`src/rtl/press_sequence_controller_pkg.sv`:
```
// Shared types and display constants for the press sequence controller.
package press_seq_pkg;

  typedef enum logic [2:0] {
    IDLE,
    ARM1,
    ARMED,
    COUNT,
    DETECT
  } state_e;

  localparam logic [7:0] LED_OFF        = 8'h00;
  localparam logic [7:0] LED_ARM1       = 8'h01;
  localparam logic [7:0] LED_ARMED      = 8'h03;
  localparam logic [3:0] LED_COUNT_LO   = 4'b0011;
  localparam logic [7:0] LED_WALK_START = 8'h01;

  localparam int unsigned DETECT_STEPS = 8;

  // LED pattern shown while counting: press count in the high nibble.
  function automatic logic [7:0] count_leds(input logic [3:0] cnt);
    return {cnt, LED_COUNT_LO};
  endfunction

endpackage

```
`src/rtl/press_sequence_controller_debouncer.sv`:
```
// Button conditioning: 2-flop synchronizer, stability counter and a
// registered one-cycle pulse on each accepted rising edge.
module button_debouncer #(
  parameter int unsigned DEBOUNCE_CYCLES = 4
) (
  input  logic clk,
  input  logic reset,
  input  logic din,
  output logic level,
  output logic rise_pulse
);

  localparam logic [7:0] RUN_LAST = 8'(DEBOUNCE_CYCLES - 1);

  logic [1:0] sync_q;
  logic       level_q;
  logic       rise_q;
  logic [7:0] run_q;

  // Accept a new level only after it has differed from the current one
  // for DEBOUNCE_CYCLES consecutive synchronized cycles.
  always_ff @(posedge clk or negedge reset) begin
    if (!reset) begin
      sync_q  <= '0;
      level_q <= 1'b0;
      rise_q  <= 1'b0;
      run_q   <= '0;
    end else begin
      sync_q <= {sync_q[0], din};
      rise_q <= 1'b0;
      if (sync_q[1] != level_q) begin
        if (run_q == RUN_LAST) begin
          level_q <= sync_q[1];
          rise_q  <= sync_q[1];
          run_q   <= '0;
        end else begin
          run_q <= run_q + 8'd1;
        end
      end else begin
        run_q <= '0;
      end
    end
  end

  assign level      = level_q;
  assign rise_pulse = rise_q;

endmodule

```
`src/rtl/press_sequence_controller.sv`:
```
// Lab switch/button/LED controller: arming order sw1 then sw2, press
// counting inside a timeout window, walking-one display on detection.
module press_sequence_controller
  import press_seq_pkg::*;
#(
  parameter int unsigned DEBOUNCE_CYCLES = 4,
  parameter int unsigned WINDOW_CYCLES   = 200,
  parameter int unsigned PRESS_TARGET    = 3,
  parameter int unsigned STEP_CYCLES     = 8
) (
  input  logic       clk,
  input  logic       reset,
  input  logic       sw1,
  input  logic       sw2,
  input  logic       button,
  output logic       detected_signal,
  output logic [7:0] outleds
);

  localparam logic [15:0] WIN_RELOAD   = 16'(WINDOW_CYCLES - 1);
  localparam logic [7:0]  STEP_LAST    = 8'(STEP_CYCLES - 1);
  localparam logic [3:0]  TARGET_CNT   = 4'(PRESS_TARGET);
  localparam logic [7:0]  LED_WALK_END = LED_WALK_START << (DETECT_STEPS - 1);

  logic [1:0]  rst_pipe_q;
  logic        rst_n;
  logic [1:0]  sw1_sync_q;
  logic [1:0]  sw2_sync_q;
  logic        sw1_s;
  logic        sw2_s;
  logic        both_on;
  logic        press;
  logic        unused_btn_level;

  state_e      state_q;
  logic [3:0]  press_cnt_q;
  logic [3:0]  cnt_next;
  logic [15:0] timer_q;
  logic [7:0]  step_q;
  logic [7:0]  leds_q;
  logic        det_q;

  // Reset asserts asynchronously and releases on a clock edge.
  always_ff @(posedge clk or negedge reset) begin
    if (!reset) begin
      rst_pipe_q <= '0;
    end else begin
      rst_pipe_q <= {rst_pipe_q[0], 1'b1};
    end
  end

  assign rst_n = rst_pipe_q[1];

  // Two-flop synchronizers for the arm switches.
  always_ff @(posedge clk or negedge rst_n) begin
    if (!rst_n) begin
      sw1_sync_q <= '0;
      sw2_sync_q <= '0;
    end else begin
      sw1_sync_q <= {sw1_sync_q[0], sw1};
      sw2_sync_q <= {sw2_sync_q[0], sw2};
    end
  end

  assign sw1_s    = sw1_sync_q[1];
  assign sw2_s    = sw2_sync_q[1];
  assign both_on  = sw1_s && sw2_s;
  assign cnt_next = press_cnt_q + 4'd1;

  // Only the rising-edge pulse drives the FSM; the debounced level is spare.
  button_debouncer #(
    .DEBOUNCE_CYCLES(DEBOUNCE_CYCLES)
  ) u_btn (
    .clk       (clk),
    .reset     (rst_n),
    .din       (button),
    .level     (unused_btn_level),
    .rise_pulse(press)
  );

  // Sequence FSM; LEDs and detect flag are registered alongside the state.
  always_ff @(posedge clk or negedge rst_n) begin
    if (!rst_n) begin
      state_q     <= IDLE;
      press_cnt_q <= '0;
      timer_q     <= '0;
      step_q      <= '0;
      leds_q      <= LED_OFF;
      det_q       <= 1'b0;
    end else begin
      unique case (state_q)
        IDLE: begin
          if (sw1_s && !sw2_s) begin
            state_q <= ARM1;
            leds_q  <= LED_ARM1;
          end
        end
        ARM1: begin
          if (!sw1_s) begin
            state_q <= IDLE;
            leds_q  <= LED_OFF;
          end else if (sw2_s) begin
            state_q <= ARMED;
            leds_q  <= LED_ARMED;
          end
        end
        ARMED: begin
          press_cnt_q <= '0;
          if (!both_on) begin
            state_q <= IDLE;
            leds_q  <= LED_OFF;
          end else if (press) begin
            if (PRESS_TARGET == 1) begin
              state_q <= DETECT;
              leds_q  <= LED_WALK_START;
              det_q   <= 1'b1;
              step_q  <= '0;
            end else begin
              state_q     <= COUNT;
              press_cnt_q <= 4'd1;
              timer_q     <= WIN_RELOAD;
              leds_q      <= count_leds(4'd1);
            end
          end
        end
        COUNT: begin
          // Switch drop beats press, and press beats timeout.
          if (!both_on) begin
            state_q     <= IDLE;
            press_cnt_q <= '0;
            leds_q      <= LED_OFF;
          end else if (press) begin
            if (cnt_next == TARGET_CNT) begin
              state_q     <= DETECT;
              press_cnt_q <= '0;
              leds_q      <= LED_WALK_START;
              det_q       <= 1'b1;
              step_q      <= '0;
            end else begin
              press_cnt_q <= cnt_next;
              timer_q     <= WIN_RELOAD;
              leds_q      <= count_leds(cnt_next);
            end
          end else if (timer_q == '0) begin
            state_q     <= ARMED;
            press_cnt_q <= '0;
            leds_q      <= LED_ARMED;
          end else begin
            timer_q <= timer_q - 16'd1;
          end
        end
        DETECT: begin
          if (step_q == STEP_LAST) begin
            step_q <= '0;
            if (leds_q == LED_WALK_END) begin
              det_q   <= 1'b0;
              state_q <= both_on ? ARMED : IDLE;
              leds_q  <= both_on ? LED_ARMED : LED_OFF;
            end else begin
              leds_q <= {leds_q[6:0], leds_q[7]};
            end
          end else begin
            step_q <= step_q + 8'd1;
          end
        end
        default: begin
          state_q <= IDLE;
          leds_q  <= LED_OFF;
          det_q   <= 1'b0;
        end
      endcase
    end
  end

  assign detected_signal = det_q;
  assign outleds         = leds_q;

endmodule

```
`config.mk`:
```
export PLATFORM = sky130hd
export DESIGN_NAME = press_sequence_controller
export DESIGN_NICKNAME = d
export VERILOG_FILES = /design/src/rtl/press_sequence_controller_pkg.sv /design/src/rtl/press_sequence_controller_debouncer.sv /design/src/rtl/press_sequence_controller.sv
export SDC_FILE = /design/constraint.sdc
export NUM_CORES = 1
export LEC_CHECK = 0
export CORE_UTILIZATION = 63
export CTS_CLUSTER_DIAMETER = 50
export CTS_CLUSTER_SIZE = 25
export DETAILED_ROUTE_END_ITERATION = 10
export DONT_BUFFER_PORTS = 1
export GPL_TIMING_DRIVEN = 0
export HOLD_SLACK_MARGIN = 0.15
export PLACE_DENSITY = 0.78
export SYNTH_ARGS = -nofsm -noshare
export SYNTH_HDL_FRONTEND = slang
export SYNTH_SLANG_ARGS = --single-unit
```
`constraint.sdc`:
```
create_clock -name clk -period 2 [get_ports clk]
set_input_delay 0.2 -clock clk [delete_from_list [all_inputs] [get_ports clk]]
set_output_delay 0.2 -clock clk [all_outputs]
set_load 0.02 [all_outputs]
```
==> metrics.yaml, run 1 <==
outcome:
  run_status: "finished, violations left"
  failed_checks: "setup timing"
final_layout:
  share_of_the_core_filled_with_cells_pct: 83.5
  post-route-cell-area_mm2: 0.00395
  p_r_area_growth_vs_syn_pct: 27.2
  share_of_cells_above_drive_strength_1_pct: 28.5
  nFillCells: 256
  layout_commonest_cell: "sky130_fd_sc_hd__dfrtp_1"
  instances_no_fill: 428
  most-common-layout-cells: "sky130_fd_sc_hd__dfrtp_1 (45), sky130_fd_sc_hd__nand2_1 (29), sky130_fd_sc_hd__nor2_1 (22)"
  final_nets: 367
  antenna-diode-count: 0
critical_path:
  critPathArrivalTime_ps: 2410
  worst_path_largest_cell_delay_ps: 510
  critical_path.n_buffers_inverters: 0
  crit_path_end_kind: "flop"
  crit_path_cell_trace: "nor4b_4, nand2_1, or4_1, a211oi_2, mux2_4"
  max_stage_delay_cell_worst_path: "sky130_fd_sc_hd__or4_1"
  worst-setup-path-type: "flop to flop"
  crit_family: "simple AND/OR/NAND/NOR gates"
  start_kind: "flop"
  crit_fanout: 4
  reg2reg_setup_slack_ps: -180
  critical_path_required_ps: 2230
floorplanning:
  total_die_area_mm2: 0.00521
  dieHeight_um: 72.2
  chipWidth_um: 72.2
  initial_utilization_pct: 65.7
  fp-row-count: 25
  boundaryPins: 14
  core-area_mm2: 0.00472
timing:
  report.final.setup_viol: 6
  finalSetupTns_ps: -267
  drv_slew: 0
  finalCritPeriodShare_pct: 109
  finalWorstSetupSlack_ps: -178
  final.setup_skew_ps: 10.6
  fin_hold_ws_ps: 214
  rsz_0062_raised_after_global_routing: "yes"
  maxClockFrequency_mhz: 459
  layout_min_cycle_time_ps: 2180
  timing_hold_violations_final: 0
logic_synthesis:
  largest_family_of_logic_cells_by_synthesized_area: "simple AND/OR/NAND/NOR gates"
  synth.yosys.seq_area_share_pct: 46.8
  post_synth_edffs: 0
  area_of_the_mapped_netlist_mm2: 0.00310
  synth-compound-area-share_pct: 19.2
  synth-seq-cells: 58
  yosys_warnings: 0
  synth.mux.area_fraction_pct: 5.24
  netlist_instances: 318
  postSynthAreaPerCell_um2: 9.75
  adder_and_majority_gate_portion_of_the_synthesized_area_pct: 2.42
  dominantRegCellSynth: "sky130_fd_sc_hd__dfrtp_1"
  netlist-cell-type-count: 62
  synth_simple_gate_area_share_pct: 20.3
  post_synth_xor_area_fraction_pct: 2.82
  async_reset_ff_share_pct: 100
  mappedNetlistNets: 329
pwr:
  power_spent_charging_and_discharging_nets_mw: 1.66
  p_leak_nw: 1.72
  power.clock.fraction_pct: 29.0
  internal_power_mw: 3.09
  combinational_share_of_power_pct: 33.9
  irDropWorstVdd_uv: 906
  fraction_of_power_spent_switching_nets_pct: 34.9
  p_seq_share_pct: 37.1
  power.density_mw_per_mm2: 1200
detailed_routing:
  vias: 2819
  average_via_count_per_standard_cell: 6.59
  postRouteAntennaNets: 0
  first_pass_iters: 5
  wl_per_cell_um: 18.9
  drc: 0
  detail_route.wirelength_um: 8100
  drt_iter0_markers: 431
place:
  port-buffer-count: 0
  numPlacedInstances: 386
  detailed_place_hpwl_um: 4400
  routabilityCongestion: 0.880
  placedInstanceArea_mm2: 0.00322
clocking:
  numCtsBuffers: 9
  cts_tree: "done"
  cts_max_level: 3
  cts_sinks: 58
  cts_root_buffer: "sky130_fd_sc_hd__clkbuf_8"
  clk-insertion-delay-late_ps: 350
  clock_tree.buffer_depth: 2
  clkTransAtPathRegs_ps: 70
global_route:
  grt_antenna_before_repair: 0
  gr-total-overflow: 0
  number_of_global_route_vias_before_repair: 2422
  maximum_number_of_pins_on_one_net_before_global_route_repair: 40
  grt_pass1_wl_um: 12000
  grt_usage_pct: 30.5
job:
  max-cap-violations: 0
min_path:
  hp-class: "flop to async pin"
## repair_timing
action | CTS | global route
resized for setup | 33 | 30
hold buffers | 5 | 0
pin swaps | 7 | 7
hold endpoints to repair | 5 | 0
setup buffers | 10 | 14
endpoints found under the setup margin | 36 | 33
## path summary, 6_finish.rpt
kind,cells past startpoint,to,from
worst max-delay path,5,state_q[1]$_DFFE_PN0P_,outleds[1]$_DFFE_PN0P_
worst min-delay path,0,press_cnt_q[2]$_DFFE_PN0P_,rst_pipe_q[1]$_DFF_PN0_
worst max register to register,5,state_q[1]$_DFFE_PN0P_,outleds[1]$_DFFE_PN0P_
worst min register to register,0,press_cnt_q[2]$_DFFE_PN0P_,rst_pipe_q[1]$_DFF_PN0_
max in group asynchronous,1,outleds[1]$_DFFE_PN0P_,rst_pipe_q[1]$_DFF_PN0_
min in group clk,0,sw1_sync_q[1]$_DFF_PN0_,sw1_sync_q[0]$_DFF_PN0_
## worst reg2reg max path: cells and delay by family, from the launching register on
| family | cells | cell delay, ps |
|---|---|---|
| AO/OA/AOI/OAI | 1 | 270 |
| flip-flops | 1 | 490 |
| multiplexers | 1 | 320 |
| AND/OR/NAND/NOR | 3 | 980 |
## cell type report
class | instances | area (um^2) | area share (%)
multi-input cells | 235 | 1770 | 44.9
flip-flops and latches | 58 | 1470 | 37.2
repair buffers | 30 | 270 | 6.85
clock buffers | 12 | 155 | 3.93
clock inverters | 4 | 97.6 | 2.47
well taps | 67 | 83.8 | 2.12
inverters | 14 | 52.6 | 1.33
plain buffers | 8 | 48.8 | 1.24
## metal layers
layer  wire [um]  global-route usage (%)  vias up
li1            -                       -     1255
met1        3290                    43.2     1365
met2        3930                    46.1      166
met3         604                    6.81       33
met4         273                    11.5        0
met5           0                       0        -
## stage by stage
stage	setup WS [ps]	total power, mW
2_1_floorplan	-109	2.57
3_3_place_gp	-318	2.80
3_5_place_dp	-328	2.84
4_1_cts	-77.4	4.41
5_1_grt	-187	4.95
6_report	-178	4.75
## Yosys cell counts, drive strengths merged, types with 2 or more instances
library cell  instances  area, um^2
a21o                  3        22.5
clkbuf                9        35.0
a31oi                15        93.8
xnor2                 4        35.0
nand2                30         113
nor3b                 2        15.0
ha                    6        75.1
or4                   4        33.8
a21oi                10        50.1
mux2                  6        82.6
and2                  4        25.0
a2bb2oi               3        26.3
and3                  9        57.6
nor2                 22        82.6
or3                   6        37.5
a21boi                2        15.0
nand3                13        65.1
buf                   2        8.75
o21ai                21         105
nor4b                 2        17.5
inv                  14        52.6
o41ai                 2        17.5
nor2b                 5        31.3
o31ai                 8        73.8
dfrtp                58        1450
a21bo                 2        20.0
nor4                  3        18.8
xor2                  6        52.6
a22o                  4        36.3
a211oi                2        15.0
and4b                 2        20.0
nand4                 3        18.8
nor3                  7        46.3
mux2i                 8        80.1
a41oi                 2        17.5
o22ai                 2        12.5
## cells by family (layout without fill, tap and decap cells)
| family | count (synthesis) | in the layout |
|---|---|---|
| AND/OR/NAND/NOR | 118 | 118 |
| flip-flops | 58 | 58 |
| other | 1 | 1 |
| XOR/XNOR | 10 | 10 |
| multiplexers | 14 | 14 |
| buffers and inverters | 25 | 68 |
| AO/OA/AOI/OAI | 86 | 86 |
| adder cells (fa/ha/maj) | 6 | 6 |
## state kept, by name (all words and copies together) (netlist names), 2 cells and up
name / flops
outleds: 8
step_q: 8
u_btn.sync_q: 2
state_q: 3
timer_q: 16
rst_pipe_q: 2
sw2_sync_q: 2
u_btn.run_q: 8
sw1_sync_q: 2
press_cnt_q: 4
## power by group through the flow
stage | registers [mW] | clock network, mW | logic, mW
3_3_place_gp | 1.67 | 0 | 1.13
3_5_place_dp | 1.67 | 0 | 1.17
4_1_cts | 1.66 | 1.38 | 1.36
5_1_grt | 1.78 | 1.42 | 1.75
2_1_floorplan | 1.61 | 0 | 0.956
6_report | 1.76 | 1.38 | 1.61
Power figures use the tool's default switching activity.
==> run 2: changes to the inputs <==
--- a/config.mk
+++ b/config.mk
@@ -5,6 +5,7 @@
 export SDC_FILE = /design/constraint.sdc
 export NUM_CORES = 1
 export LEC_CHECK = 0
+export CORE_MARGIN = 10
 export CORE_UTILIZATION = 63
 export CTS_CLUSTER_DIAMETER = 50
 export CTS_CLUSTER_SIZE = 25
==> run 2 against run 1 <==
  * The flow still finishes with violations (setup timing)
  * Sequential power is essentially flat
  * Hold slack lost 3.5 ps
  * Via count grew 0.35%
  * Sequential share of layout area grew 0.086 points
  * Fmax grew 3.3%
  * Clock power shrank 14%
  * Final cell count grew 0.47%
  * Critical path type unchanged
  * Largest power group unchanged
  * Highest routed layer unchanged
==> metrics.yaml, run 2 (synthesis gave the netlist of run 1 again) <==
critical_path:
  reg2reg_setup_slack_ps: -110
  crit_path_end_kind: "flop"
  worst_path_largest_cell_delay_ps: 490
  worst-setup-path-type: "flop to flop"
  crit_fanout: 4
  worst-r2r-cell-count: 5
  setup.worst_path.start: "outleds[3]$_DFFE_PN0P_"
  critical_path_required_ps: 2220
  crit_family: "simple AND/OR/NAND/NOR gates"
  critPathArrivalTime_ps: 2330
  critical_path.n_buffers_inverters: 0
  crit_cells: 5
  crit_path_cell_trace: "nor4b_2, nand2_1, or4_4, a211oi_2, mux2_4"
  reg2reg_from: "outleds[3]$_DFFE_PN0P_"
  start_kind: "flop"
  max_stage_delay_cell_worst_path: "sky130_fd_sc_hd__or4_4"
  crit_end: "state_q[1]$_DFFE_PN0P_"
  rr_endpoint: "state_q[1]$_DFFE_PN0P_"
place:
  placedInstanceArea_mm2: 0.00322
  numPlacedInstances: 386
  routabilityCongestion: 0.909
  detailed_place_hpwl_um: 4530
  port-buffer-count: 0
pwr:
  power.density_mw_per_mm2: 1170
  power_spent_charging_and_discharging_nets_mw: 1.70
  combinational_share_of_power_pct: 36.5
  internal_power_mw: 2.91
  fraction_of_power_spent_switching_nets_pct: 36.9
  irDropWorstVdd_uv: 815
  p_seq_share_pct: 37.5
  power.clock.fraction_pct: 25.9
  p_leak_nw: 1.73
timing:
  finalCritPeriodShare_pct: 105
  maxClockFrequency_mhz: 474
  finalWorstSetupSlack_ps: -109
  report.final.setup_viol: 9
  finalSetupTns_ps: -353
  layout_min_cycle_time_ps: 2110
  final.setup_skew_ps: 11.7
  drv_slew: 0
  fin_hold_ws_ps: 210
  rsz_0062_raised_after_global_routing: "yes"
  timing_hold_violations_final: 0
floorplanning:
  chipWidth_um: 90.2
  core-area_mm2: 0.00475
  dieHeight_um: 90.2
  total_die_area_mm2: 0.00813
  initial_utilization_pct: 65.2
  fp-row-count: 25
  boundaryPins: 14
outcome:
  run_status: "finished, violations left"
  failed_checks: "setup timing"
detailed_routing:
  postRouteAntennaNets: 0
  drt_iter0_markers: 297
  detail_route.wirelength_um: 8150
  drc: 0
  average_via_count_per_standard_cell: 6.58
  vias: 2829
  wl_per_cell_um: 19.0
  first_pass_iters: 5
final_layout:
  share_of_cells_above_drive_strength_1_pct: 28.7
  antenna-diode-count: 0
  registers.top_by_ff_count: "timer_q"
  post-route-cell-area_mm2: 0.00392
  largest_reg_flops: 16
  multiInputGateArea_mm2: 0.00177
  share_of_the_core_filled_with_cells_pct: 82.5
  most-common-layout-cells: "sky130_fd_sc_hd__dfrtp_1 (49), sky130_fd_sc_hd__nand2_1 (29), sky130_fd_sc_hd__buf_4 (23)"
  p_r_area_growth_vs_syn_pct: 26.5
  sequential_cell_area_mm2: 0.00146
  instances_no_fill: 430
  layout_commonest_cell: "sky130_fd_sc_hd__dfrtp_1"
  final_nets: 369
  nFillCells: 267
global_route:
  maximum_number_of_pins_on_one_net_before_global_route_repair: 39
  grt_antenna_before_repair: 0
  grt_usage_pct: 18.6
  gr-total-overflow: 0
  number_of_global_route_vias_before_repair: 2601
  grt_pass1_wl_um: 12700
clocking:
  numCtsBuffers: 9
  clk-insertion-delay-late_ps: 350
  clock_tree.buffer_depth: 2
  cts_sinks: 58
  cts_max_level: 3
  clkTransAtPathRegs_ps: 80
  cts_root_buffer: "sky130_fd_sc_hd__clkbuf_8"
  cts_tree: "done"
job:
  max-cap-violations: 0
min_path:
  hp-class: "flop to async pin"
==> run 2: area by class of cell <==
| cell class | instances | share of cell area [%] |
|---|---|---|
| Clock buffer | 9 | 3.16 |
| Inverter | 14 | 1.34 |
| Buffer | 8 | 1.15 |
| Multi-Input combinational cell | 235 | 45.2 |
| Clock inverter | 7 | 2.39 |
| Sequential cell | 58 | 37.3 |
| Tap cell | 67 | 2.14 |
| Timing Repair Buffer | 32 | 7.37 |
==> run 2: metrics by stage <==
| stage | power [mW] | worst slack [ps] |
|---|---|---|
| 2_1_floorplan | 2.57 | -109 |
| 3_3_place_gp | 2.80 | -328 |
| 3_5_place_dp | 2.84 | -349 |
| 4_1_cts | 4.23 | -95.7 |
| 5_1_grt | 4.83 | -150 |
| 6_report | 4.61 | -109 |
==> run 2: timing repair <==
item / in CTS / in global routing
endpoints found under the setup margin: 36 / 33
endpoints found under the hold margin: 5 / 0
hold buffers: 5 / 0
resized for setup: 31 / 29
pin swaps: 6 / 8
setup buffers: 14 / 12
==> run 2: worst min path at each step <==
stage                                             to  cells past startpoint
after floorplan              rst_pipe_q[0]$_DFF_PN0_                      0
after global placement       rst_pipe_q[1]$_DFF_PN0_                      0
after detailed placement     rst_pipe_q[1]$_DFF_PN0_                      0
after CTS                 press_cnt_q[2]$_DFFE_PN0P_                      0
after global routing      press_cnt_q[3]$_DFFE_PN0P_                      0
final                     press_cnt_q[3]$_DFFE_PN0P_                      0
==> run 2: routing by layer <==
metal / global-route usage [%] / part of all wire [%] / up-vias
li1: - / - / 1256
met1: 24.1 / 42 / 1411
met2: 29.4 / 50 / 137
met3: 3.74 / 6.5 / 25
met4: 8.36 / 2.3 / 0
met5: 0 / 0 / -
==> run 2: power groups by stage <==
stage / registers, mW / clock network, mW / logic, mW
after floorplan: 1.61 / 0 / 0.956
after global placement: 1.67 / 0 / 1.13
after detailed placement: 1.67 / 0 / 1.17
after CTS: 1.66 / 1.20 / 1.36
after global routing: 1.76 / 1.27 / 1.81
final: 1.73 / 1.19 / 1.68
==> run 2: worst register-to-register path: cells and delay by family, from the launching register on <==
family | cells | cell delay [ps]
muxes | 1 | 330
AOI/OAI and AO/OA | 1 | 240
and+or+nand+nor | 3 | 950
DFF | 1 | 480
==> run 3: changes to the inputs <==
--- a/config.mk
+++ b/config.mk
@@ -5,7 +5,7 @@
 export SDC_FILE = /design/constraint.sdc
 export NUM_CORES = 1
 export LEC_CHECK = 0
-export CORE_MARGIN = 10
+export CORE_MARGIN = 3
 export CORE_UTILIZATION = 63
 export CTS_CLUSTER_DIAMETER = 50
 export CTS_CLUSTER_SIZE = 25
==> constraint.sdc (replaced) <==
create_clock -name clk -period 2 [get_ports clk]
set_input_delay 0.2 -clock clk [delete_from_list [all_inputs] [get_ports clk]]
set_output_delay 0.2 -clock clk [all_outputs]
set_load 0.005 [all_outputs]
==> run 3 against run 2 <==
  * The flow still finishes with violations (setup timing)
  * First-iteration DRC count increased by 0.34%
  * Largest power group unchanged
  * Die area is 29% lower
  * Critical endpoint is now outleds[4]$_DFFE_PN0P_
  * Sequential share of layout area increased by 1.2 points
  * Clock skew down 3.5 ps
  * Flip-flop and latch count unchanged
  * Count of clock-buffer cells in the layout increased by 2
==> metrics.yaml, run 3 (synthesis gave the netlist of run 1 again) <==
pwr:
  p_leak_nw: 1.69
  irDropWorstVdd_uv: 946
  power_spent_charging_and_discharging_nets_mw: 1.56
  fraction_of_power_spent_switching_nets_pct: 37.0
  internal_power_mw: 2.66
  finalPower_mw: 4.22
  p_seq_share_pct: 40.3
  power.density_mw_per_mm2: 1110
  combinational_share_of_power_pct: 37.2
  power.clock.fraction_pct: 22.5
critical_path:
  worst-setup-path-type: "flop to flop"
  critical_path.n_buffers_inverters: 3
  crit_path_cell_trace: "inv_2, ha_4, nor2b_1, and4b_1, buf_8, a21oi_4, nor3_4, buf_12, mux2_4"
  worst_path_largest_cell_delay_ps: 410
  worst-r2r-cell-count: 9
  max_stage_delay_cell_worst_path: "sky130_fd_sc_hd__dfrtp_1"
  start_kind: "flop"
  reg2reg_setup_slack_ps: -50
  crit_family: "simple AND/OR/NAND/NOR gates"
  rr_endpoint: "outleds[4]$_DFFE_PN0P_"
  crit_fanout: 8
  reg2reg_from: "timer_q[0]$_DFFE_PN0P_"
  critPathArrivalTime_ps: 2280
  crit_path_end_kind: "flop"
  critical_path_required_ps: 2230
detailed_routing:
  postRouteAntennaNets: 0
  average_via_count_per_standard_cell: 6.26
  highest_layer: "met4"
  drc: 0
  met2_wirelength_um: 3370
  vias: 2666
  drt_iter0_markers: 298
  detail_route.wirelength_um: 7030
  route.met3.wl_um: 484
  first_pass_iters: 6
  met1_length_um: 3040
  wl_per_cell_um: 16.5
floorplanning:
  initial_utilization_pct: 68.0
  dieHeight_um: 76.2
  core-area_mm2: 0.00456
  fp-row-count: 24
  total_die_area_mm2: 0.00580
  boundaryPins: 14
  chipWidth_um: 76.2
global_route:
  grt_pass1_wl_um: 11200
  maximum_number_of_pins_on_one_net_before_global_route_repair: 38
  gr-total-overflow: 0
  number_of_global_route_vias_before_repair: 2449
  grt_antenna_before_repair: 0
  grt_usage_pct: 24.1
clocking:
  cts_tree: "done"
  clk-insertion-delay-late_ps: 340
  cts_max_level: 3
  numCtsBuffers: 9
  clock_tree.buffer_depth: 2
  cts_sinks: 58
  clkTransAtPathRegs_ps: 70
  cts_root_buffer: "sky130_fd_sc_hd__clkbuf_8"
final_layout:
  nFillCells: 257
  layout_commonest_cell: "sky130_fd_sc_hd__dfrtp_1"
  share_of_the_core_filled_with_cells_pct: 82.9
  most-common-layout-cells: "sky130_fd_sc_hd__dfrtp_1 (53), sky130_fd_sc_hd__nand2_1 (29), sky130_fd_sc_hd__nor2_1 (22)"
  largest_reg_flops: 16
  p_r_area_growth_vs_syn_pct: 22.0
  share_of_cells_above_drive_strength_1_pct: 25.5
  registers.top_by_ff_count: "timer_q"
  sequential_cell_area_mm2: 0.00146
  instances_no_fill: 426
  final_nets: 367
  multiInputGateArea_mm2: 0.00169
  antenna-diode-count: 0
min_path:
  hp-class: "flop to async pin"
place:
  routabilityCongestion: 0.882
  numPlacedInstances: 384
  pre_cts_slack_ps: -344
  port-buffer-count: 0
  detailed_place_hpwl_um: 4380
timing:
  report.final.setup_viol: 5
  timing_hold_violations_final: 0
  layout_min_cycle_time_ps: 2050
  rsz_0062_raised_after_global_routing: "yes"
  fin_hold_ws_ps: 215
  drv_slew: 0
  final.setup_skew_ps: 8.20
  finalWorstSetupSlack_ps: -47.4
  finalCritPeriodShare_pct: 102
  maxClockFrequency_mhz: 488
outcome:
  run_status: "finished, violations left"
  failed_checks: "setup timing"
job:
  max-cap-violations: 0
[run 3: cell count changes in the layout (fill, tap and decap cells not counted), moves of 2 or more]
cell,delta
sky130_fd_sc_hd__dfrtp_1,+4
sky130_fd_sc_hd__bufinv_16,-2
sky130_fd_sc_hd__a31oi_1,+2
sky130_fd_sc_hd__buf_4,-4
sky130_fd_sc_hd__dfrtp_2,-4
[run 3: how the worst max path moves through the flow]
stage | slack, ps | cells after the start | from | to
final | -50 | 9 | timer_q[0]$_DFFE_PN0P_ | outleds[4]$_DFFE_PN0P_
after global routing | -140 | 7 | timer_q[13]$_DFFE_PN0P_ | outleds[4]$_DFFE_PN0P_
after CTS | -50 | 6 | step_q[5]$_DFFE_PN0P_ | outleds[4]$_DFFE_PN0P_
after detailed placement | -340 | 8 | timer_q[0]$_DFFE_PN0P_ | outleds[4]$_DFFE_PN0P_
after global placement | -310 | 8 | timer_q[0]$_DFFE_PN0P_ | outleds[5]$_DFFE_PN0P_
after floorplan | -110 | 5 | step_q[5]$_DFFE_PN0P_ | outleds[0]$_DFFE_PN0P_
[run 3: power groups by stage]
stage          clock (mW)  sequential, mW  combinational (mW)
6_report            0.949            1.70                1.57
5_1_grt              1.02            1.74                1.71
4_1_cts             0.957            1.64                1.34
3_5_place_dp            0            1.64                1.17
3_3_place_gp            0            1.65                1.14
2_1_floorplan           0            1.59               0.965
[run 3: what timing repair did]
item	in CTS	in global routing
hold buffers	5	0
gates cloned	0	1
hold endpoints to repair	5	0
buffers inserted	9	14
gates resized for setup	17	29
setup endpoints to repair	36	32
pin swaps	5	7
[run 3: stage by stage]
stage / instance area (um^2) / setup TNS (ps)
2_1_floorplan: 3120 / -434
3_3_place_gp: 3200 / -19820
3_5_place_dp: 3220 / -5720
4_1_cts: 3590 / -221
5_1_grt: 3780 / -1710
6_report: 3780 / -224
[run 3: per-layer routing]
metal | vias to the layer above | GRT usage, %
met5 | - | 0
met4 | 0 | 9.06
met3 | 19 | 5.56
met2 | 122 | 39.2
met1 | 1272 | 31.5
li1 | 1253 | -
[run 3: cell type report]
| type | instances | area share [%] |
|---|---|---|
| flip-flops and latches | 58 | 38.5 |
| repair buffers | 30 | 7.34 |
| clock buffers | 11 | 3.74 |
| clock inverters | 5 | 0.793 |
| multi-input cells | 235 | 44.7 |
| well taps | 65 | 2.15 |
| plain buffers | 8 | 1.39 |
| inverters | 14 | 1.39 |
